## config.mk

```make
export PLATFORM = sky130hd
export DESIGN_NAME = pipeline_halt_monitor
export DESIGN_NICKNAME = d
export VERILOG_FILES = /design/src/rtl/pipeline_halt_monitor.sv
export SDC_FILE = /design/constraint.sdc
export NUM_CORES = 1
export LEC_CHECK = 0
export ABC_CLOCK_PERIOD_IN_PS = 2700
export CAP_MARGIN = 20
export CELL_PAD_IN_SITES_DETAIL_PLACEMENT = 1
export CELL_PAD_IN_SITES_GLOBAL_PLACEMENT = 1
export CORE_ASPECT_RATIO = 0.8
export CORE_MARGIN = 4
export CORE_UTILIZATION = 39
export CTS_BUF_LIST = sky130_fd_sc_hd__clkbuf_8
export CTS_CLUSTER_SIZE = 8
export DETAILED_ROUTE_END_ITERATION = 6
export PLACE_DENSITY_LB_ADDON = 0.1
export SKIP_CTS_REPAIR_TIMING = 1
export SLEW_MARGIN = 20
export SYNTH_ARGS = -nofsm -noshare
export SYNTH_HDL_FRONTEND = slang
export SYNTH_SLANG_ARGS = --single-unit
```

## constraint.sdc

```tcl
create_clock -name clk -period 2.7 [get_ports clk]
set_input_delay 0.54 -clock clk [delete_from_list [all_inputs] [get_ports clk]]
set_output_delay 0.54 -clock clk [all_outputs]
set_load 0.01 [all_outputs]
```

## src/rtl/pipeline_halt_monitor.sv

```systemverilog
// End-of-program detector beside the IF stage: freezes fetch on the halt sentinel,
// waits for the older instructions to drain, then raises end_program.
module pipeline_halt_monitor #(
  parameter logic [31:0] HALT_INSTR   = 32'hFFFF_FFFF,
  parameter int unsigned DRAIN_CYCLES = 4,
  parameter logic [31:0] MAX_CYCLES   = 32'd100000
) (
  input  logic        clk,
  input  logic        reset,
  input  logic [31:0] if_instr,
  input  logic        if_valid,
  input  logic        if_stall,
  input  logic        if_flush,
  input  logic        wb_valid,
  output logic        halt_fetch,
  output logic        end_program,
  output logic        timeout,
  output logic [31:0] cycle_count,
  output logic [31:0] instret_count
);

  typedef enum logic [1:0] {
    RUN   = 2'd0,
    DRAIN = 2'd1,
    DONE  = 2'd2
  } state_t;

  localparam logic [31:0] DRAIN_INIT = 32'(DRAIN_CYCLES);

  state_t      state_q, state_d;
  logic [31:0] drain_q, drain_d;
  logic [31:0] cycle_q, cycle_d;
  logic [31:0] instret_q, instret_d;
  logic        end_q, end_d;
  logic        timeout_q, timeout_d;

  logic detect;
  logic watchdog;

  // A stalled sentinel is not consumed; it is seen again once the stall clears.
  assign detect   = if_valid & ~if_flush & ~if_stall & (if_instr == HALT_INSTR);
  assign watchdog = (state_q != DONE) & (cycle_q == MAX_CYCLES - 32'd1);

  // NOTE: every variable gets a default before the case so no path leaves it unassigned (no latches).
  always_comb begin
    state_d   = state_q;
    drain_d   = drain_q;
    cycle_d   = cycle_q;
    instret_d = instret_q;
    end_d     = end_q;
    timeout_d = timeout_q;

    if (state_q != DONE) begin
      cycle_d = cycle_q + 32'd1;
      if (wb_valid) begin
        instret_d = instret_q + 32'd1;
      end
    end

    case (state_q)
      RUN: begin
        if (watchdog) begin
          state_d   = DONE;
          end_d     = 1'b1;
          timeout_d = 1'b1;
        end else if (detect) begin
          if (DRAIN_CYCLES == 0) begin
            state_d = DONE;
            end_d   = 1'b1;
          end else begin
            state_d = DRAIN;
            drain_d = DRAIN_INIT;
          end
        end
      end
      DRAIN: begin
        // A repeated sentinel here is the frozen PC refetching it; it is ignored.
        if (watchdog) begin
          state_d   = DONE;
          end_d     = 1'b1;
          timeout_d = 1'b1;
        end else if (!if_stall) begin
          drain_d = drain_q - 32'd1;
          if (drain_q == 32'd1) begin
            state_d = DONE;
            end_d   = 1'b1;
          end
        end
      end
      DONE: begin
      end
      default: begin
        state_d = RUN;
      end
    endcase
  end

  // NOTE: sequential state uses non-blocking assignments so all registers update together at the edge.
  always_ff @(posedge clk) begin
    if (reset) begin
      state_q   <= RUN;
      drain_q   <= '0;
      cycle_q   <= '0;
      instret_q <= '0;
      end_q     <= 1'b0;
      timeout_q <= 1'b0;
    end else begin
      state_q   <= state_d;
      drain_q   <= drain_d;
      cycle_q   <= cycle_d;
      instret_q <= instret_d;
      end_q     <= end_d;
      timeout_q <= timeout_d;
    end
  end

  // Combinational so the PC is held in the very cycle the sentinel is in IF.
  assign halt_fetch    = (state_q != RUN) | detect;
  assign end_program   = end_q;
  assign timeout       = timeout_q;
  assign cycle_count   = cycle_q;
  assign instret_count = instret_q;

endmodule

```

==> qor.yml <==
timing:
  worst_slew_pin_slew_ns: 0.6988
  finalCriticalPeriod_ns: 2.507
  maxSlewHeadroom_pct: 53.41
  fin_tns_setup_ns: 0
  setup_violations: 0
  post-route-worst-setup-slack_ns: 0.1927
  slew_viol_final: 0
  whs_ns: 0.4483
  finalCritPeriodShare_pct: 92.86
  finalHoldViolations: 0
  rsz0062_at_grt: "false"
  max_freq_mhz: 398.8
  skew_ns: 0.01573
grt:
  antenna_found_initial: 0
  grt_max_degree: 67
  track_usage_pct: 20.81
  grt_pass1_wl_um: 23430
  grt_overflow: 0
  grt_pass1_vias: 4791
layout:
  diodes: 0
  layout.nets: 710
  layout_common_cells: "102 x clkdlybuf4s50_1, 100 x dfxtp_1, 87 x nor2_1"
  layout-drive-gt1-share_pct: 8.915
  syn_to_final_growth_pct: 32.48
  mostFrequentLayoutCell: "clkdlybuf4s50_1"
  fin_cells: 821
power_and_ir_drop:
  power.density_nw_per_um2: 410.4
  leakagePower_nw: 2.244
  total_power_mw: 2.568
  vdd_drop_max_mv: 0.2787
clocking:
  cts_buffers: 9
  h-tree-depth: 3
  cts_tree: "done"
  clkTransAtPathRegs_ns: 0.10
  cts_root_buffer: "clkbuf_8"
  clkLatencyLatePin_ns: 0.39
  clock_path_buffers: 2
  clock-sinks: 100
placed_design:
  dp_slack_ns: -0.1837
  finalWeightedCongestion: 0.7898
  io_buffers: 104
  place_inst: 805
  place_hpwl_um: 10320
floorplanning:
  die_w_um: 131.0
  initial_core_util_pct: 40.40
  die_area_um2: 13950
  num_rows: 35
  ios: 105
  die_height_um: 106.4
  core_region_area_um2: 11690
logic_synthesis:
  ys_warn_count: 0
  synthSimpleGateAreaFrac_pct: 30.75
  syn_area_per_cell_um2: 8.572
  yosysUniqueCellTypes: 48
  synth-seq-cells: 100
  yosys-top-cells-area: "dfxtp_1 42%, nor2_1 6.9%, xnor2_1 6.7%"
  async_flop_share_pct: 0
  synth_top_family_by_area: "simple AND/OR/NAND/NOR gates"
  ys.flop_type: "dfxtp_1"
  synth_nets: 593
  syn_inst: 551
  netlist.area_leader.share_pct: 42.38
  synth_fa_ha_area_share_pct: 1.060
  yosysSeqAreaShare_pct: 42.38
  synth_compound_area_share_pct: 9.351
  synthesis.area_um2: 4723
  synth_edf_count: 0
  synthMuxAreaShare_pct: 0.4238
  synth-xor-area-share_pct: 13.35
  yosysTopAreaCell: "dfxtp_1"
setup_path:
  cp.arrival_ns: 2.82
  reg2reg_slack_ns: 0.21
  reg2reg_to: "drain_q[25]"
  crit_fanout: 22
  critPathKind: "in -> reg"
  endpoint: "drain_q[12]"
  cp.required_ns: 3.01
  r2r_start: "drain_q[2]"
  endpoint_kind: "flop"
  rr_worst_depth: 6
  critPathLaunchType: "primary input"
  setup.worst_path.start: "if_instr[24]"
outcome:
  status: "finished, final reports clean"
drt:
  wl_um: 13970
  wire_per_inst_um: 17.02
  via_per_inst: 5.437
  drc: 0
  drt_iter0_drc: 244
  dr.pass1.iters: 4
  ant_nets: 0
  vias: 4464
worst_hold_path:
  hp-class: "in -> reg"
flow_run:
  max_cap_viol_count: 0
## final cells by class
type / count / area (um2)
clock buffers: 10 / 137.6
well taps: 148 / 185.2
flip-flops and latches: 100 / 2002
fillers: 1400 / 5435
inverters: 10 / 37.54
multi-input cells: 418 / 2601
clock inverters: 6 / 55.05
repair buffers: 129 / 1239
## cells by family (layout without fill, tap and decap cells)
group	after synthesis	count (layout)
xor gates and xnor gates	72	72
and+or+nand+nor	273	273
muxes	2	2
adders and majority gates	4	4
AOI/OAI and AO/OA	67	67
DFF	100	100
buffers and inverters	33	155
## worst min-delay path by stage
| stage | from | end | slack (ns) | cells past startpoint |
|---|---|---|---|---|
| 2_1_floorplan | drain_q[16] | drain_q[16] | 0.44 | 2 |
| 3_3_place_gp | drain_q[16] | drain_q[16] | 0.45 | 2 |
| 4_1_cts | reset | cycle_count[27] | 0.44 | 2 |
| 3_5_place_dp | drain_q[16] | drain_q[16] | 0.46 | 2 |
| 5_1_grt | reset | state_q[0] | 0.46 | 2 |
| 6_report | reset | cycle_count[27] | 0.45 | 2 |
## layer usage
metal,GRT usage [%],share of wire (%),vias to the layer above
met3,6.278,6.5,9
met5,0,0,-
met2,33.77,45,123
met1,27.54,48,2149
li1,-,-,2183
met4,3.744,0.74,0
## cell usage after synthesis (3+ instances only)
cell / n
and2_1: 3
nand2b_1: 5
nand4_1: 23
clkbuf_1: 20
a21oi_1: 20
or3_1: 17
or4_1: 8
o21ai_0: 11
nor4_1: 12
dfxtp_1: 100
xnor2_1: 36
nor2_1: 87
ha_1: 4
or3_2: 3
a2111oi_0: 6
or2_2: 6
o41ai_1: 3
xor2_1: 36
nand3_1: 25
inv_1: 10
nor3_1: 15
and3_1: 13
nand2_1: 35
a211oi_1: 10
and4_1: 5
o31ai_1: 8
## stage by stage
step           cell area (um2)  utilization, %
2_1_floorplan             4723               -
3_5_place_dp              6056           51.79
6_report                  6257           53.52
5_1_grt                   6257           53.52
3_3_place_gp              6056           51.79
4_1_cts                   6248           53.44
## sequential cells by signal, summed over array words and instances, names as in the netlist
register and flops:
cycle_count 32, drain_q 32, instret_count 32, state_q 2, end_program 1, timeout 1
## power by group
part / total, mW / switching [mW] / internal, mW
clock: 0.947 / 0.568 / 0.379
sequential: 1.49 / 0.0100 / 1.48
combinational: 0.131 / 0.0555 / 0.0751
## critical path, cell delays in order
cell             delay, ns
clkdlybuf4s50_1       0.48
nand4_1               0.13
nor4_1                0.36
nand3_1               0.18
a211o_1               0.33
buf_12                0.17
or4_1                 0.46
a21oi_1               0.16
Power figures use the tool's default switching activity.
